`config.mk`:
```
export PLATFORM = sky130hd
export DESIGN_NAME = vita_rx_control_mc
export DESIGN_NICKNAME = d
export VERILOG_FILES = /design/src/rtl/vita_rx_control_mc.sv
export SDC_FILE = /design/constraint.sdc
export NUM_CORES = 2
export LEC_CHECK = 0
export ABC_AREA = 1
export BUFFER_PORTS_ARGS = -buffer_cell sky130_fd_sc_hd__buf_2
export CAP_MARGIN = 20
export CORE_MARGIN = 8
export CORE_UTILIZATION = 30
export CTS_CLUSTER_DIAMETER = 60
export CTS_CLUSTER_SIZE = 24
export DETAILED_ROUTE_END_ITERATION = 8
export GPL_ROUTABILITY_DRIVEN = 1
export HOLD_SLACK_MARGIN = 0.15
export PLACE_DENSITY_LB_ADDON = 0.12
export SYNTH_ARGS = -nofsm -noshare
export SYNTH_HDL_FRONTEND = slang
export SYNTH_SLANG_ARGS = --single-unit
```
`constraint.sdc`:
```
create_clock -name clk -period 20.4 [get_ports clk]
set_clock_uncertainty 0.2 [all_clocks]
set_input_delay 2.04 -clock clk [delete_from_list [all_inputs] [get_ports clk]]
set_output_delay 2.04 -clock clk [all_outputs]
set_load 0.05 [all_outputs]
```
`src/rtl/vita_rx_control_mc.sv`:
```
// vita_rx_control_mc: multi-channel RX timed-command controller.
// Queues timed stream commands from the settings bus, gates capture on
// vita_time, and streams flagged sample/error words to the VITA framer.
// Optional build macro: VITA_RX_OVERRUN_RESUME_EN. When it is defined, the
// controller resumes the active command after an overrun.
module vita_rx_control_mc #(
  parameter int BASE     = 0,
  parameter int WIDTH    = 32,
  parameter int NUM_CH   = 2,
  parameter int CMD_AW   = 4,
  parameter int SFIFO_AW = 4
) (
  input  logic                           clk,
  input  logic                           reset_n,
  input  logic                           clear,
  input  logic                           set_stb,
  input  logic [7:0]                     set_addr,
  input  logic [31:0]                    set_data,
  input  logic [63:0]                    vita_time,
  input  logic [NUM_CH*WIDTH-1:0]        sample,
  input  logic                           strobe,
  output logic                           run,
  output logic [5+64+NUM_CH*WIDTH-1:0]   sample_fifo_o,
  output logic                           sample_fifo_src_rdy_o,
  input  logic                           sample_fifo_dst_rdy_i,
  output logic                           overrun,
  output logic                           cmd_dropped,
  output logic [15:0]                    overrun_count,
  output logic [31:0]                    debug
);
  localparam int SW = NUM_CH * WIDTH;
  localparam int OW = 5 + 64 + SW;
  localparam logic [CMD_AW:0]   CMD_FULL = {1'b1, {CMD_AW{1'b0}}};
  localparam logic [SFIFO_AW:0] SF_FULL  = {1'b1, {SFIFO_AW{1'b0}}};
  localparam logic [7:0] ADDR_CMD  = 8'(BASE);
  localparam logic [7:0] ADDR_THI  = 8'(BASE + 1);
  localparam logic [7:0] ADDR_TLO  = 8'(BASE + 2);
  localparam logic [7:0] ADDR_MASK = 8'(BASE + 3);

  typedef enum logic [2:0] {
    S_IDLE = 3'd0, S_WAITING = 3'd1, S_RUNNING = 3'd2, S_OVERRUN = 3'd3,
    S_LATECMD = 3'd4, S_BROKENCHAIN = 3'd5, S_ZEROLEN = 3'd6
  } state_t;

  state_t state_q, state_d;
  logic [31:0] cmd_word_q, cmd_word_d, time_hi_q, time_hi_d;
  logic pend_q, pend_d;
  logic [95:0] pend_entry_q, pend_entry_d;
  logic [NUM_CH-1:0] mask_q, mask_d;
  logic [CMD_AW-1:0] cmd_wp_q, cmd_wp_d, cmd_rp_q, cmd_rp_d;
  logic [CMD_AW:0] cmd_cnt_q, cmd_cnt_d;
  logic dropped_q, dropped_d;
  logic [SFIFO_AW-1:0] sf_wp_q, sf_wp_d, sf_rp_q, sf_rp_d;
  logic [SFIFO_AW:0] sf_cnt_q, sf_cnt_d;
  logic [27:0] lines_left_q, lines_left_d, lines_total_q, lines_total_d;
  logic [63:0] time_q, time_d;
  logic send_imm_q, send_imm_d, chain_q, chain_d, reload_q, reload_d;
  logic settle_q, settle_d, now_q, now_d, late_q, late_d;
  logic [15:0] ovr_cnt_q, ovr_cnt_d;

  logic [95:0] cmd_mem [2**CMD_AW];
  logic [OW-1:0] sf_mem [2**SFIFO_AW];

  logic cmd_pop, cmd_wr_en, sf_wr_en, sf_rd, cmd_full, cmd_empty, sf_full, sf_empty, cmd_done;
  logic [OW-1:0] sf_wdata;
  logic [SW-1:0] masked;
  logic [31:0] head_cmd;
  logic [63:0] head_time;

  assign head_cmd  = cmd_mem[cmd_rp_q][95:64];
  assign head_time = cmd_mem[cmd_rp_q][63:0];
  assign cmd_full  = (cmd_cnt_q == CMD_FULL);
  assign cmd_empty = (cmd_cnt_q == '0);
  assign sf_full   = (sf_cnt_q == SF_FULL);
  assign sf_empty  = (sf_cnt_q == '0);
  assign cmd_done  = (lines_left_q == 28'd1) & (~chain_q | (~cmd_empty & head_cmd[28]));

  // Disabled lanes are forced to zero before they reach the sample FIFO.
  for (genvar gi = 0; gi < NUM_CH; gi++) begin : g_mask
    assign masked[gi*WIDTH +: WIDTH] = mask_q[gi] ? sample[gi*WIDTH +: WIDTH] : '0;
  end

  assign run                   = (state_q == S_RUNNING);
  assign overrun               = (state_q == S_OVERRUN);
  assign cmd_dropped           = dropped_q;
  assign overrun_count         = ovr_cnt_q;
  assign sample_fifo_src_rdy_o = ~sf_empty;
  assign sample_fifo_o         = sf_empty ? '0 : sf_mem[sf_rp_q];
  assign debug                 = {state_q, 5'(cmd_cnt_q), 24'h0};

  // Settings decode, command/sample queue bookkeeping and the control FSM.
  always_comb begin
    state_d = state_q;  cmd_word_d = cmd_word_q;  time_hi_d = time_hi_q;
    pend_d = 1'b0;  pend_entry_d = pend_entry_q;  mask_d = mask_q;
    cmd_wp_d = cmd_wp_q;  cmd_rp_d = cmd_rp_q;  cmd_cnt_d = cmd_cnt_q;  dropped_d = dropped_q;
    sf_wp_d = sf_wp_q;  sf_rp_d = sf_rp_q;  sf_cnt_d = sf_cnt_q;
    lines_left_d = lines_left_q;  lines_total_d = lines_total_q;  time_d = time_q;
    send_imm_d = send_imm_q;  chain_d = chain_q;  reload_d = reload_q;
    settle_d = settle_q;  ovr_cnt_d = ovr_cnt_q;
    now_d  = (vita_time == time_q);
    late_d = (vita_time > time_q);
    cmd_pop = 1'b0;  sf_wr_en = 1'b0;  sf_wdata = '0;

    if (set_stb) begin
      if (set_addr == ADDR_CMD) cmd_word_d = set_data;
      if (set_addr == ADDR_THI) time_hi_d = set_data;
      if (set_addr == ADDR_TLO) begin
        pend_d       = 1'b1;
        pend_entry_d = {cmd_word_q, time_hi_q, set_data};
      end
      if (set_addr == ADDR_MASK) mask_d = set_data[NUM_CH-1:0];
    end

    case (state_q)
      S_IDLE: if (!cmd_empty) begin
        cmd_pop = 1'b1;
        lines_left_d = head_cmd[27:0];  lines_total_d = head_cmd[27:0];  time_d = head_time;
        send_imm_d = head_cmd[31];  chain_d = head_cmd[30];  reload_d = head_cmd[29];
        settle_d = 1'b1;
        state_d = (head_cmd[28] || head_cmd[27:0] == 28'd0) ? S_ZEROLEN : S_WAITING;
      end
      S_WAITING: begin
        // The comparator is one cycle behind a freshly loaded time, so skip a cycle.
        if (settle_q) settle_d = 1'b0;
        else if (now_q || send_imm_q) state_d = S_RUNNING;
        else if (late_q) state_d = S_LATECMD;
      end
      S_RUNNING: if (strobe) begin
        if (sf_full) begin
          state_d = S_OVERRUN;
          if (ovr_cnt_q != 16'hFFFF) ovr_cnt_d = ovr_cnt_q + 16'd1;
        end else begin
          sf_wr_en = 1'b1;
          sf_wdata = {4'b0000, cmd_done, vita_time, masked};
          if (lines_left_q != 28'd1) lines_left_d = lines_left_q - 28'd1;
          else if (!chain_q) state_d = S_IDLE;
          else if (cmd_empty) begin
            if (reload_q) lines_left_d = lines_total_q;
            else state_d = S_BROKENCHAIN;
          end else begin
            // Chained follow-up starts immediately, without a time check.
            cmd_pop = 1'b1;
            if (head_cmd[28]) state_d = S_IDLE;
            else if (head_cmd[27:0] == 28'd0) state_d = S_ZEROLEN;
            else begin
              lines_left_d = head_cmd[27:0];  lines_total_d = head_cmd[27:0];  time_d = head_time;
              send_imm_d = head_cmd[31];  chain_d = head_cmd[30];  reload_d = head_cmd[29];
            end
          end
        end
      end
      S_OVERRUN, S_LATECMD, S_BROKENCHAIN, S_ZEROLEN: if (!sf_full) begin
        sf_wr_en = 1'b1;
        case (state_q)
          S_OVERRUN:     sf_wdata = {5'b01000, vita_time, {SW{1'b0}}};
          S_LATECMD:     sf_wdata = {5'b00010, vita_time, {SW{1'b0}}};
          S_BROKENCHAIN: sf_wdata = {5'b00100, vita_time, {SW{1'b0}}};
          default:       sf_wdata = {5'b10000, vita_time, {SW{1'b0}}};
        endcase
`ifdef VITA_RX_OVERRUN_RESUME_EN
        state_d = (state_q == S_OVERRUN) ? S_RUNNING : S_IDLE;
`else
        state_d = S_IDLE;
`endif
      end
      default: state_d = S_IDLE;
    endcase

    // A push into a full queue only succeeds when the head leaves in the same cycle.
    cmd_wr_en = pend_q && (!cmd_full || cmd_pop);
    if (pend_q && cmd_full && !cmd_pop) dropped_d = 1'b1;
    if (cmd_wr_en) cmd_wp_d = cmd_wp_q + 1'b1;
    if (cmd_pop) cmd_rp_d = cmd_rp_q + 1'b1;
    if (cmd_wr_en && !cmd_pop) cmd_cnt_d = cmd_cnt_q + 1'b1;
    else if (!cmd_wr_en && cmd_pop) cmd_cnt_d = cmd_cnt_q - 1'b1;

    sf_rd = !sf_empty && sample_fifo_dst_rdy_i;
    if (sf_wr_en) sf_wp_d = sf_wp_q + 1'b1;
    if (sf_rd) sf_rp_d = sf_rp_q + 1'b1;
    if (sf_wr_en && !sf_rd) sf_cnt_d = sf_cnt_q + 1'b1;
    else if (!sf_wr_en && sf_rd) sf_cnt_d = sf_cnt_q - 1'b1;

    if (clear) begin
      state_d = S_IDLE;  cmd_word_d = '0;  time_hi_d = '0;  pend_d = 1'b0;  pend_entry_d = '0;
      cmd_wp_d = '0;  cmd_rp_d = '0;  cmd_cnt_d = '0;  dropped_d = 1'b0;
      sf_wp_d = '0;  sf_rp_d = '0;  sf_cnt_d = '0;
      lines_left_d = '0;  lines_total_d = '0;  time_d = '0;
      send_imm_d = 1'b0;  chain_d = 1'b0;  reload_d = 1'b0;
      settle_d = 1'b0;  now_d = 1'b0;  late_d = 1'b0;  ovr_cnt_d = '0;
      cmd_wr_en = 1'b0;  sf_wr_en = 1'b0;
    end
  end

  // State and control registers.
  always_ff @(posedge clk or negedge reset_n) begin
    if (!reset_n) begin
      state_q <= S_IDLE;  cmd_word_q <= '0;  time_hi_q <= '0;  pend_q <= 1'b0;  pend_entry_q <= '0;
      mask_q <= '1;  cmd_wp_q <= '0;  cmd_rp_q <= '0;  cmd_cnt_q <= '0;  dropped_q <= 1'b0;
      sf_wp_q <= '0;  sf_rp_q <= '0;  sf_cnt_q <= '0;
      lines_left_q <= '0;  lines_total_q <= '0;  time_q <= '0;
      send_imm_q <= 1'b0;  chain_q <= 1'b0;  reload_q <= 1'b0;
      settle_q <= 1'b0;  now_q <= 1'b0;  late_q <= 1'b0;  ovr_cnt_q <= '0;
    end else begin
      state_q <= state_d;  cmd_word_q <= cmd_word_d;  time_hi_q <= time_hi_d;
      pend_q <= pend_d;  pend_entry_q <= pend_entry_d;
      mask_q <= mask_d;  cmd_wp_q <= cmd_wp_d;  cmd_rp_q <= cmd_rp_d;  cmd_cnt_q <= cmd_cnt_d;
      dropped_q <= dropped_d;  sf_wp_q <= sf_wp_d;  sf_rp_q <= sf_rp_d;  sf_cnt_q <= sf_cnt_d;
      lines_left_q <= lines_left_d;  lines_total_q <= lines_total_d;  time_q <= time_d;
      send_imm_q <= send_imm_d;  chain_q <= chain_d;  reload_q <= reload_d;
      settle_q <= settle_d;  now_q <= now_d;  late_q <= late_d;  ovr_cnt_q <= ovr_cnt_d;
    end
  end

  // Queue storage; contents need no reset because the pointers define validity.
  always_ff @(posedge clk) begin
    if (cmd_wr_en) cmd_mem[cmd_wp_q] <= pend_entry_q;
    if (sf_wr_en) sf_mem[sf_wp_q] <= sf_wdata;
  end
endmodule

```
==> out/metrics.cfg <==
[run_status]
result_of_the_run=complete, no violations

[place]
gp_congestion=0.800
numPortBuffers=334
placed_cells_incl_taps=19200
hpwlAfterDp_mm=297

[die]
die_h_um=746
floorplan.initialDensity_pct=30.1
chipWidth_um=746
row_count=268
coreArea_sq_um=532000
boundaryPins=359
area_enclosed_by_the_die_boundary_sq_um=556000

[sta]
period_share_pct=46.0
final_worst_path_period_need_ns=9.39
setup_violations=0
timing.final.hold_violations=0
grt_setup_unrepaired=no
maxSlewHeadroom_pct=20.2
fmax_mhz=106
hold_ws_ns=0.276
totalNegativeSetupSlack_ns=0
timing_max_transition_violations_final=0
worstMarginPinSlew_ns=1.20

[power]
powerDensity_nw_per_um2=128
total_leakage_power_nw=61.1
irDropWorstVdd_uv=86.4
totalPowerFinal_mw=23.5

[cells_and_area]
synthToLayoutAreaGrowth_pct=15.3
utilization_pct=34.7
drive_above_1_share_pct=11.5
most_common_cell_after_layout_fill_and_taps_aside=edfxtp_1
layout.cells.non_filler=20000
most-common-layout-cells=edfxtp_1, nor2_1, o21ai_0
fin_nets=12900

[yosys]
flop_and_latch_count_out_of_synthesis=3999
synth-edff-count=3664
distinct_cell_type_count_after_synthesis=55
yosys_warnings=0
gate_count_post_synth=12500
synth_seq_area_share_pct=74.1
syn-mean-instance-area_sq_um=12.8
syn_area_sq_um=160000
synth_flop_cell=edfxtp_1
ys_async_sr_fraction_pct=8.38

[global_route]
grt.overflow.total=0
gr-usage-all-layers_pct=18.7
grt_pass1_vias=103000
grt_pass1_wl_mm=774
number_of_antenna_violations_at_the_first_check_in_global_routing=57
grt_max_degree=245

[setup_path]
worst_ep_required_time_ns=18.16
worst_ep_arrival_time_ns=7.15
critical_path_endpoint_category=primary output
crit_fanout=179
worst_path_largest_cell_delay_ns=0.92
crit_path_cell_trace=inv_8 -> buf_12 -> buf_4 -> buf_4 -> o21ai_0 -> o221ai_1 -> o211ai_1 -> a21oi_1 -> buf_2
setup.worst_path.class=reg -> out
timing.reg2reg.worst_path_depth=20
timing.critical_path.from_type=register
critical_path.most_common_cell=buf_4
timing.critical_path.slowest_stage_cell=buf_4

[cts]
holdBufCountCts=0
clock_sink_count=3999
cts_inserted_buffers=405
clk_pin_slew_worst_paths_ns=0.08
tritoncts=built
cts_repair_resize_count=0
post_cts_setup_driven_buffer_insertion_count=0
ctsRootBufferMaster=clkbuf_16
h-tree-depth=5
worst_skew_pair_latency_ns=1.02
max-clock-path-buffers=4

[detailed_routing]
routed_length_per_instance_um=27.1
met3_wl_mm=25.6
drc=0
top_metal_used=met4
m1WireLength_mm=245
final_antenna_net_count=0
route.final.wire_length_mm=542
vias=104000
detailroute.wirelength.met2_mm=259
detail_route.vias_per_cell=5.21
first_iter_violations=8692
drt-pass1-iter-count=6

[min_path]
min_path_type=reg -> reg
min_path_cells=2

[flow_run]
max_cap_viol_count=0

[layout make-up]
cell class,count,area (sq um)
Timing Repair Buffer,631,4350
Clock inverter,342,4260
Tap cell,7020,8780
Inverter,354,1410
Multi-Input combinational cell,7213,36800
Clock buffer,424,10300
Antenna cell,17,42.5
Fill cell,51700,347000
Sequential cell,3999,118000
[sequential cells by signal, indices dropped and copies added (netlist names), 2 cells and up]
name           cells
state_q            3
time_hi_q         32
mask_q             2
sf_wp_q            4
lines_left_q      28
pend_entry_q      96
time_q            64
cmd_wp_q           4
cmd_rp_q           4
sf_mem          2128
sf_rp_q            4
cmd_cnt_q          5
overrun_count     16
lines_total_q     28
cmd_word_q        32
cmd_mem         1536
sf_cnt_q           5
[synth_stat cells, types with 2 or more instances]
library cell / instances / area, sq um
xor2_1: 11 / 96.3
buf_2: 108 / 541
a21oi_1: 366 / 1830
buf_4: 45 / 338
dfstp_2: 2 / 52.6
clkinv_1: 4 / 15.0
o21a_1: 5 / 37.5
nor4_1: 6 / 37.5
o21ai_1: 20 / 100
nor2_2: 3 / 18.8
and3_1: 2 / 12.5
a31oi_1: 6 / 37.5
edfxtp_1: 3664 / 110000
o22ai_1: 296 / 1850
buf_1: 44 / 165
nor3_1: 30 / 150
xnor2_1: 8 / 70.1
ha_1: 84 / 1050
o211ai_1: 278 / 2090
a221oi_1: 17 / 149
nand2_1: 1076 / 4040
nand3_1: 433 / 2170
o221a_2: 15 / 169
o2bb2ai_1: 3 / 26.3
a31o_2: 2 / 17.5
dfrtp_1: 333 / 8330
inv_1: 335 / 1260
clkbuf_1: 706 / 2650
nand4_1: 17 / 106
nand2_2: 2 / 12.5
nand3_2: 2 / 20.0
o2111ai_1: 4 / 35.0
o21ai_0: 1827 / 9140
or2_2: 6 / 37.5
o31ai_1: 16 / 120
a211oi_1: 12 / 90.1
inv_2: 14 / 52.6
nor2_1: 2051 / 7700
fa_1: 2 / 40.0
nor3b_1: 65 / 488
buf_6: 7 / 78.8
o221ai_1: 513 / 4490
[routing by layer]
metal  vias up  track usage [%]
li1      46600                -
met1     54200             25.9
met4         0             4.40
met2      2774             31.4
met5         -                0
met3       665             2.15
[metrics by stage]
stage               worst slack (ns)  cell area [sq um]
detailed placement             12.03             170000
global placement               11.91             169000
global route                   10.70             184000
finish                         11.01             184000
CTS                            10.94             184000
floorplan                       7.48             160000
[worst paths after layout]
path / from / endpoint / slack, ns
worst min register to register: cmd_word_q[2]$_DFFE_PN0P_ / pend_entry_q[66]$_DFFE_PN0P_ / 0.28
worst max-delay path: sf_rp_q[1]$_DFFE_PN0P_ / sample_fifo_o[99] / 11.01
worst max register to register: cmd_rp_q[0]$_DFFE_PN0P_ / lines_left_q[13]$_DFFE_PN0P_ / 13.11
worst min-delay path: cmd_word_q[2]$_DFFE_PN0P_ / pend_entry_q[66]$_DFFE_PN0P_ / 0.28
min in group asynchronous: reset_n / pend_entry_q[21]$_DFFE_PN0P_ / 0.76
max in group asynchronous: reset_n / sf_rp_q[2]$_DFFE_PN0P_ / 17.63
[worst max-delay path, delay by kind of cell (launching register included)]
family	cells	cell delay, ns
buffers and inverters	5	3.35
AOI/OAI and AO/OA	4	1.37
DFF	1	0.79
[power breakdown]
part           leakage (nW)  switching [mW]  internal (mW)
clock                  6.98            3.73           4.28
sequential             37.5           0.148           9.28
combinational          16.6            4.72           1.39
[logic make-up after synthesis]
logic type	share of synthesized area, %
buffers and inverters	3.19
other	0.00235
adders and majority gates	0.683
and+or+nand+nor	9.28
AOI/OAI and AO/OA	12.7
xor gates and xnor gates	0.104
DFF	74.1
No activity file was read; power rests on OpenSTA's default activity.
